<file path="src/rtl/alu_pkg.sv">
// Shared opcode constants and scheduler state encoding for the ALU scheduler slice.
package alu_pkg;
  localparam logic [3:0] OP_ADD        = 4'd0;
  localparam logic [3:0] OP_SUB        = 4'd1;
  localparam logic [3:0] OP_AND        = 4'd2;
  localparam logic [3:0] OP_OR         = 4'd3;
  localparam logic [3:0] OP_XOR        = 4'd4;
  localparam logic [3:0] OP_NOT        = 4'd5;
  localparam logic [3:0] OP_LAST_LEGAL = 4'd5;

  typedef enum logic [1:0] {
    IDLE = 2'd0,
    EXEC = 2'd1,
    RESP = 2'd2
  } state_t;
endpackage

</file>
<file path="src/rtl/rr_arbiter.sv">
// Combinational round-robin arbiter: picks the first requester after last_grant, wrapping modulo N.
module rr_arbiter #(
  parameter int N  = 4,
  parameter int IW = $clog2(N)
) (
  input  logic [N-1:0]  req,
  input  logic [IW-1:0] last_grant,
  output logic [N-1:0]  grant,
  output logic [IW-1:0] grant_idx
);
  logic any_req;

  always_comb begin
    logic [IW:0]   sum;
    logic [IW-1:0] cand;
    any_req   = 1'b0;
    grant_idx = '0;
    sum       = '0;
    cand      = '0;
    // Offset N wraps back to last_grant itself, so it is searched last.
    for (int off = 1; off <= N; off++) begin
      sum = {1'b0, last_grant} + (IW+1)'(off);
      if (sum >= (IW+1)'(N)) sum = sum - (IW+1)'(N);
      cand = sum[IW-1:0];
      if (!any_req && req[cand]) begin
        any_req   = 1'b1;
        grant_idx = cand;
      end
    end
  end

  for (genvar gi = 0; gi < N; gi++) begin : g_onehot
    assign grant[gi] = any_req && (grant_idx == IW'(gi));
  end
endmodule

</file>
<file path="src/rtl/alu_rr_scheduler.sv">
// Time-shares one combinational 8-bit ALU between N_REQ requesters with round-robin
// arbitration; each operation runs IDLE (accept) -> EXEC (ALU cycle) -> RESP (return).
module alu_rr_scheduler
  import alu_pkg::*;
#(
  parameter int N_REQ  = 4,
  parameter int DATA_W = 8,
  parameter int OP_W   = 4
) (
  input  logic                    clk,
  input  logic                    rst,
  input  logic [N_REQ-1:0]        req_valid,
  output logic [N_REQ-1:0]        req_ready,
  input  logic [N_REQ*DATA_W-1:0] req_a,
  input  logic [N_REQ*DATA_W-1:0] req_b,
  input  logic [N_REQ*OP_W-1:0]   req_opcode,
  output logic [N_REQ-1:0]        resp_valid,
  input  logic [N_REQ-1:0]        resp_ready,
  output logic [DATA_W-1:0]       resp_result,
  output logic                    resp_zero,
  output logic                    resp_carry,
  output logic                    resp_overflow,
  output logic                    resp_error,
  output logic [DATA_W-1:0]       alu_a,
  output logic [DATA_W-1:0]       alu_b,
  output logic [OP_W-1:0]         alu_opcode,
  output logic                    alu_enable,
  input  logic [DATA_W-1:0]       alu_result,
  input  logic                    alu_zero,
  input  logic                    alu_carry,
  input  logic                    alu_overflow
);
  localparam int IW = $clog2(N_REQ);

  state_t              state_reg, state_next;
  logic [IW-1:0]       last_grant_reg, grant_idx_reg;
  logic [DATA_W-1:0]   a_reg, b_reg, result_reg;
  logic [OP_W-1:0]     op_reg;
  logic                zero_reg, carry_reg, ovf_reg, err_reg;
  logic [N_REQ-1:0]    arb_grant;
  logic [IW-1:0]       arb_idx;
  logic                op_legal;

  rr_arbiter #(.N(N_REQ), .IW(IW)) u_arb (
    .req        (req_valid),
    .last_grant (last_grant_reg),
    .grant      (arb_grant),
    .grant_idx  (arb_idx)
  );

  assign op_legal = (op_reg <= OP_W'(OP_LAST_LEGAL));

  always_ff @(posedge clk or posedge rst) begin
    if (rst) state_reg <= IDLE;
    else     state_reg <= state_next;
  end

  // req_ready depends only on state and req_valid, never on resp_ready.
  always_comb begin
    state_next = state_reg;
    req_ready  = '0;
    alu_enable = 1'b0;
    case (state_reg)
      IDLE: begin
        if (!rst) req_ready = arb_grant;
        if (|req_valid) state_next = EXEC;
      end
      EXEC: begin
        alu_enable = op_legal;
        state_next = RESP;
      end
      RESP: begin
        if (resp_ready[grant_idx_reg]) state_next = IDLE;
      end
      default: state_next = IDLE;
    endcase
  end

  always_ff @(posedge clk or posedge rst) begin
    if (rst) begin
      last_grant_reg <= IW'(N_REQ-1);
      grant_idx_reg  <= '0;
      a_reg          <= '0;
      b_reg          <= '0;
      op_reg         <= '0;
      result_reg     <= '0;
      zero_reg       <= 1'b0;
      carry_reg      <= 1'b0;
      ovf_reg        <= 1'b0;
      err_reg        <= 1'b0;
    end else begin
      case (state_reg)
        IDLE: if (|req_valid) begin
          grant_idx_reg <= arb_idx;
          a_reg         <= req_a[int'(arb_idx)*DATA_W +: DATA_W];
          b_reg         <= req_b[int'(arb_idx)*DATA_W +: DATA_W];
          op_reg        <= req_opcode[int'(arb_idx)*OP_W +: OP_W];
        end
        EXEC: begin
          result_reg <= op_legal ? alu_result   : '0;
          zero_reg   <= op_legal ? alu_zero     : 1'b0;
          carry_reg  <= op_legal ? alu_carry    : 1'b0;
          ovf_reg    <= op_legal ? alu_overflow : 1'b0;
          err_reg    <= !op_legal;
        end
        RESP: if (resp_ready[grant_idx_reg]) last_grant_reg <= grant_idx_reg;
        default: ;
      endcase
    end
  end

  for (genvar gi = 0; gi < N_REQ; gi++) begin : g_resp_valid
    assign resp_valid[gi] = (state_reg == RESP) && (grant_idx_reg == IW'(gi));
  end

  assign resp_result   = result_reg;
  assign resp_zero     = zero_reg;
  assign resp_carry    = carry_reg;
  assign resp_overflow = ovf_reg;
  assign resp_error    = err_reg;
  assign alu_a         = a_reg;
  assign alu_b         = b_reg;
  assign alu_opcode    = op_reg;
endmodule

</file>
<file path="config.mk">
export PLATFORM = sky130hd
export DESIGN_NAME = alu_rr_scheduler
export DESIGN_NICKNAME = d
export VERILOG_FILES = /design/src/rtl/alu_pkg.sv /design/src/rtl/rr_arbiter.sv /design/src/rtl/alu_rr_scheduler.sv
export SDC_FILE = /design/constraint.sdc
export NUM_CORES = 1
export LEC_CHECK = 0
export CORE_MARGIN = 5
export CORE_UTILIZATION = 41
export CTS_BUF_LIST = sky130_fd_sc_hd__clkbuf_8
export CTS_CLUSTER_DIAMETER = 40
export DETAILED_ROUTE_END_ITERATION = 8
export PLACE_DENSITY = 0.89
export RECOVER_POWER = 25
export SLEW_MARGIN = 0
export SYNTH_ARGS = -nofsm -noshare
export SYNTH_HDL_FRONTEND = slang
export SYNTH_SLANG_ARGS = --single-unit
export TNS_END_PERCENT = 20
</file>
<file path="constraint.sdc">
create_clock -name clk -period 3.4 [get_ports clk]
set_input_delay 0.51 -clock clk [delete_from_list [all_inputs] [get_ports clk]]
set_output_delay 0.51 -clock clk [all_outputs]
set_load 0.02 [all_outputs]
</file>
# --- Yosys cells after proc, flatten, opt, wreduce, memory -nomap -nowiden ---
# Cells that the tools add are included.
op_classes:
  add_sub_neg: 8
  magnitude_cmp: 10
  eq_ne: 10
  reduce_logical: 22
  muxes: 32
  shifts: 3
ops:
  columns: ["cell", "count"]
  rows:
  - ["32-bit by 6-bit indexed part select with 8-bit output", 2]
  - ["2-bit 2-to-1 mux", 10]
  - ["16-bit by 5-bit indexed part select with 4-bit output", 1]
  - ["2-bit by 3-bit less-than comparator with 1-bit output, second input constant", 5]
  - ["1-bit 2-to-1 mux", 13]
  - ["3-bit >= comparator, second input constant", 4]
  - ["1-bit logical AND", 11]
  - ["1-bit binary-select mux with 2-bit select", 5]
  - ["2-bit == test, second input constant", 5]
  - ["4-bit 2-to-1 mux", 2]
  - ["8-bit 2-to-1 mux", 1]
  - ["2-bit by 1-bit subtractor with 2-bit output, second input constant", 4]
  - ["2-bit by 2-bit adder with 3-bit output, second input constant", 2]
  - ["2-bit by 1-bit == test with 1-bit output, second input constant", 3]
  - ["2-bit zero test", 3]
  - ["2-bit case mux with 3 select lines", 1]
  - ["2-bit AND reduction", 3]
  - ["4-bit by 3-bit less-or-equal comparator with 1-bit output, second input constant", 1]
  - ["1-bit zero test", 4]
  - ["2-bit inequality test, second input constant", 2]
  - ["4-bit OR reduction", 1]
  - ["2-bit by 1-bit adder with 3-bit output, second input constant", 1]
  - ["2-bit by 3-bit adder with 3-bit output, second input constant", 1]
totals:
  regBits: 38
  output_inout_bits: 41
  in_bits: 101
  word_cells: 96

# --- Depth between registers and ports, before layout ---
logic_depth:
  word_depth: 19
  depth_mapped: 8
  depth_no_buf: 5

# --- By module ---
# A second synthesis with hierarchy kept.
unflattened:
  cells_unflattened: 161
  hier_area_um2: 2328.5
modules_own_cells:
  columns: ["mod", "area_each_um2", "seq_area_each_um2", "cells_each", "n_inst"]
  rows:
  - ["alu_rr_scheduler", 2109.5, 953.4, 128, 1]
  - ["rr_arbiter", 219.0, 0.0, 33, 1]

# --- Worst setup path after synthesis ---
# OpenSTA, ideal clock, no wires.
synth_path:
  path_type: "input port to output port"
  start: "in req_valid[1]"
  end: "out req_ready[2]"
  arrival_ps: 1807
  cell_stages: 7
  required_time_ps: 2890
  n_path_buf: 2
  path_slack_ps: 1083
  cell_sequence: "buf_4 > o211ai_1 > nand2_1 > a311oi_4 > buf_4 > nand2_1 > nor3_2"
synth_between:
  elab_chain_len: 16
  elab_cells_between_ends: 26
  cone_classes: "1 x eq/ne; 18 x mux; 7 x reduce/logical"
synth_rtl:
  columns: ["item", "line", "rtl"]
  rows:
  - ["from (decl)", "alu_rr_scheduler.sv:12", "input logic [N_REQ-1:0] req_valid,"]
  - ["1-bit binary-select mux with 2-bit select", "rr_arbiter.sv:25", "if (!any_req && req[cand]) begin"]
  - ["1-bit 2-to-1 mux (not written as such)", "rr_arbiter.sv:25", null]
  - ["1-bit 2-to-1 mux", "rr_arbiter.sv:25", null]
  - ["1-bit zero test", "rr_arbiter.sv:25", null]
  - ["1-bit logical AND", "rr_arbiter.sv:25", null]
  - ["1-bit 2-to-1 mux", "rr_arbiter.sv:25", null]
  - ["1-bit zero test", "rr_arbiter.sv:25", null]
  - ["1-bit logical AND", "rr_arbiter.sv:25", null]
  - ["1-bit 2-to-1 mux", "rr_arbiter.sv:25", null]
  - ["1-bit zero test", "rr_arbiter.sv:25", null]
  - ["1-bit logical AND", "rr_arbiter.sv:25", null]
  - ["2-bit 2-to-1 mux", "rr_arbiter.sv:25", null]
  - ["2-bit == test", "rr_arbiter.sv:33", "assign grant[gi] = any_req && (grant_idx == IW'(gi));"]
  - ["1-bit logical AND (*)", "rr_arbiter.sv:33", null]
  - ["4-bit 2-to-1 mux (*)", "alu_rr_scheduler.sv:65", "if (!rst) req_ready = arb_grant;"]
  - ["4-bit 2-to-1 mux (*)", "alu_rr_scheduler.sv:63", "case (state_reg)"]
  - ["to (decl)", "alu_rr_scheduler.sv:13", "output logic [N_REQ-1:0] req_ready,"]
# Every way passes the cells marked *; elsewhere a longest branch is shown, timed or not. The select of a mux whose other input is x is not followed.

# --- Worst setup path in the final report ---
layout_path:
  start: "in req_valid[3]"
  end: "out req_ready[2]"
# Same word-level chain as after synthesis.

==> flow_summary.json <==
{
  "status": "complete, but fails checks",
  "violations_in_the_final_reports": "capacitance limit, slew limit",
  "floorplan.die.height_um": 83.91,
  "avgSynthCellArea_um2": 9.823,
  "path_class": "in2out",
  "synth_net_count": 329,
  "finish.net_count": 467,
  "cap_violations": 1,
  "antenna_found_initial": 1,
  "synth.ff_latch_count": 38,
  "synth_top_cells_by_area": "sky130_fd_sc_hd__dfrtp_1, sky130_fd_sc_hd__nand3_1, sky130_fd_sc_hd__a221oi_2",
  "area_growth_syn_to_layout_pct": 70.22,
  "cell_breakdown_of_the_critical_path": "clkdlybuf4s50_1 > nand3b_1 > nand2_1 > a311oi_4 > nand2_1 > nor3_2 > clkdlybuf4s50_1",
  "ys_types": 47,
  "synth_area_leader_cell": "sky130_fd_sc_hd__dfrtp_1",
  "clock_sink_count": 38,
  "timing_hold_violations_final": 0,
  "final_sum_of_negative_setup_slack_ns": 0,
  "tritoncts": "built",
  "leakage_nw": 1.510,
  "clock_insertion_delay_worst_skew_ns": 0.29,
  "worstPathBufferInverterCount": 2,
  "core_area_um2": 5405,
  "post-route-drc-count": 0,
  "yosys.area.top_type_share_pct": 40.22,
  "ctsHtreeMaxLevel": 2,
  "post-synth-top-count-cell": "sky130_fd_sc_hd__nand3_1",
  "grt_pass1_wl_um": 12480,
  "viasPerCell": 5.650,
  "design.die.area_um2": 7041,
  "cts_hold_repair.buffers": 0,
  "critPathRequiredTime_ns": 2.89,
  "port_buffers": 141,
  "floorplan.rows": 27,
  "synthesis.area_um2": 2240,
  "drt_first_pass_iters": 4,
  "post_cts_buffers": 0,
  "most_common_library_cells_after_synthesis": "sky130_fd_sc_hd__nand3_1, sky130_fd_sc_hd__dfrtp_1, sky130_fd_sc_hd__nor2_1",
  "yosys_warnings": 0,
  "layout-drive-gt1-share_pct": 10.35,
  "cts_repair_resize_count": 0,
  "vias": 2486,
  "hp-class": "reg2reg",
  "fillerInstances": 446,
  "critical_path.reg2reg.startpoint": "last_grant_reg[1]",
  "rsz0062_at_grt": "no",
  "path_clk_slew_ns": 0.07,
  "asyncSetResetFlopFracSynth_pct": 100.0,
  "synth_seq_area_share_pct": 42.57,
  "timing.critical_path.from": "req_valid[3]",
  "final.setup.worst_slack_ns": 0.3028,
  "finalInstanceArea_um2": 3812,
  "critPathSlowestCell": "sky130_fd_sc_hd__clkdlybuf4s50_1",
  "grt.overflow.total": 0,
  "worst_setup_path_end_kind": "primary output",
  "syn-instance-count": 228,
  "ios": 142,
  "synth_enable_flop_cells": 0,
  "place_area_um2": 3671,
  "number_of_buffers_between_clock_root_and_the_deepest_sink": 2,
  "detail-route-antenna-nets": 0,
  "critical_path.top_delay_family": "buffers and inverters",
  "max_clock_freq_mhz": 322.9,
  "worst_setup_path_start_kind": "primary input",
  "vdd.ir_drop.worst_mv": 0.3910,
  "power_density_nw_per_um2": 818.5,
  "synth_ff_type": "sky130_fd_sc_hd__dfrtp_1",
  "grt_max_degree": 42,
  "initialDrtViolationCount": 108,
  "multiInputGateArea_um2": 1134,
  "gp_routability_congestion": 0.7620,
  "worstMarginPinSlew_ns": 1.817,
  "skew_ns": 0.002931,
  "fin_crit_sh_pct": 91.09,
  "initial_core_util_pct": 41.44,
  "post-route-min-period_ns": 3.097,
  "timing.max_slew.rel_slack_pct": -21.14,
  "via_count_of_the_first_global_routing_pass": 2602,
  "drt-wirelength-per-cell_um": 17.96,
  "die_width_um": 83.91,
  "crit_path_max_fanout": 10,
  "grt_util_all_layers_pct": 22.09,
  "max_slew_violations": 35,
  "dp_hpwl_um": 6141,
  "cts-root-buf": "sky130_fd_sc_hd__clkbuf_8",
  "timing.critical_path.slowest_cell_delay_ns": 0.66,
  "finalWirelength_um": 7902,
  "place_ws_ns": 0.3088,
  "worst_hold_startpoint": "resp_result[1]",
  "worstPathArrival_ns": 2.59,
  "setup_viol": 0,
  "seq_area_um2": 953.4,
  "inserted_clock_buffers": 5
}
[layer usage]
metal  vias up  global-route usage (%)  part of all wire (%)
met5         -                       0                     0
met4         0                   8.626                   3.3
met3        25                   7.502                   8.4
met2       132                   40.35                    50
met1      1173                   23.11                    38
li1       1156                       -                     -
[where the power goes]
| part | total (mW) | leakage (nW) | switching, mW | internal [mW] |
|---|---|---|---|---|
| registers | 0.849 | 0.453 | 0.168 | 0.681 |
| logic | 1.80 | 0.985 | 0.967 | 0.835 |
| clock network | 0.469 | 0.0714 | 0.156 | 0.313 |
| total | 3.12 | 1.51 | 1.29 | 1.83 |
[cell type report]
cell class,instances,area share (%)
antenna,1,0.06564
clock buffer,6,2.166
clock inverter,2,1.575
inverter,4,0.3938
multi-input combinational,167,29.73
sequential,38,25.01
tap,72,2.363
timing repair buffer,150,38.69
[through the flow]
| stage | std cells | power (mW) | utilization [%] | hold WS, ns |
|---|---|---|---|---|
| after floorplan | 228 | 1.936 | - | 0.5390 |
| after global placement | 431 | 2.606 | 67.92 | 0.4882 |
| after detailed placement | 431 | 2.660 | 67.92 | 0.4905 |
| after CTS | 439 | 3.142 | 70.56 | 0.4712 |
| after global routing | 440 | 3.324 | 70.53 | 0.5202 |
| final | 440 | 3.121 | 70.53 | 0.5067 |
[cells in the final DEF, fill, tap and decap left out, types with 3 or more instances in the layout]
| cell | n |
|---|---|
| sky130_fd_sc_hd__o211ai_1 | 3 |
| sky130_fd_sc_hd__buf_4 | 8 |
| sky130_fd_sc_hd__a21o_1 | 4 |
| sky130_fd_sc_hd__nor2_1 | 24 |
| sky130_fd_sc_hd__clkbuf_8 | 6 |
| sky130_fd_sc_hd__a221oi_1 | 8 |
| sky130_fd_sc_hd__a221oi_2 | 9 |
| sky130_fd_sc_hd__clkdlybuf4s50_1 | 140 |
| sky130_fd_sc_hd__a31oi_1 | 20 |
| sky130_fd_sc_hd__dfrtp_1 | 36 |
| sky130_fd_sc_hd__nand3_1 | 37 |
| sky130_fd_sc_hd__nand2_1 | 9 |
| sky130_fd_sc_hd__and3_1 | 4 |
| sky130_fd_sc_hd__a32oi_1 | 3 |
| sky130_fd_sc_hd__o21ai_0 | 6 |
| sky130_fd_sc_hd__a22o_1 | 11 |
[path summary, 6_finish.rpt]
kind | slack (ns) | cells past startpoint | end
min in group asynchronous | 0.60 | 2 | alu_a[7]
setup reg to reg | 1.13 | 5 | alu_b[3]
hold reg to reg | 0.51 | 1 | resp_result[1]
max in group asynchronous | 0.86 | 3 | state_reg[1]
setup / recovery | 0.30 | 7 | req_ready[2]
hold / removal | 0.51 | 1 | resp_result[1]
[cell families after synthesis]
family                 after synthesis  share of synthesized area (%)
muxes                                4                          2.458
buffers and inverters               23                          6.815
AOI/OAI and AO/OA                   76                          29.11
and+or+nand+nor                     87                          19.05
DFF                                 38                          42.57
Note: power is estimated with default switching activity, not from simulation.
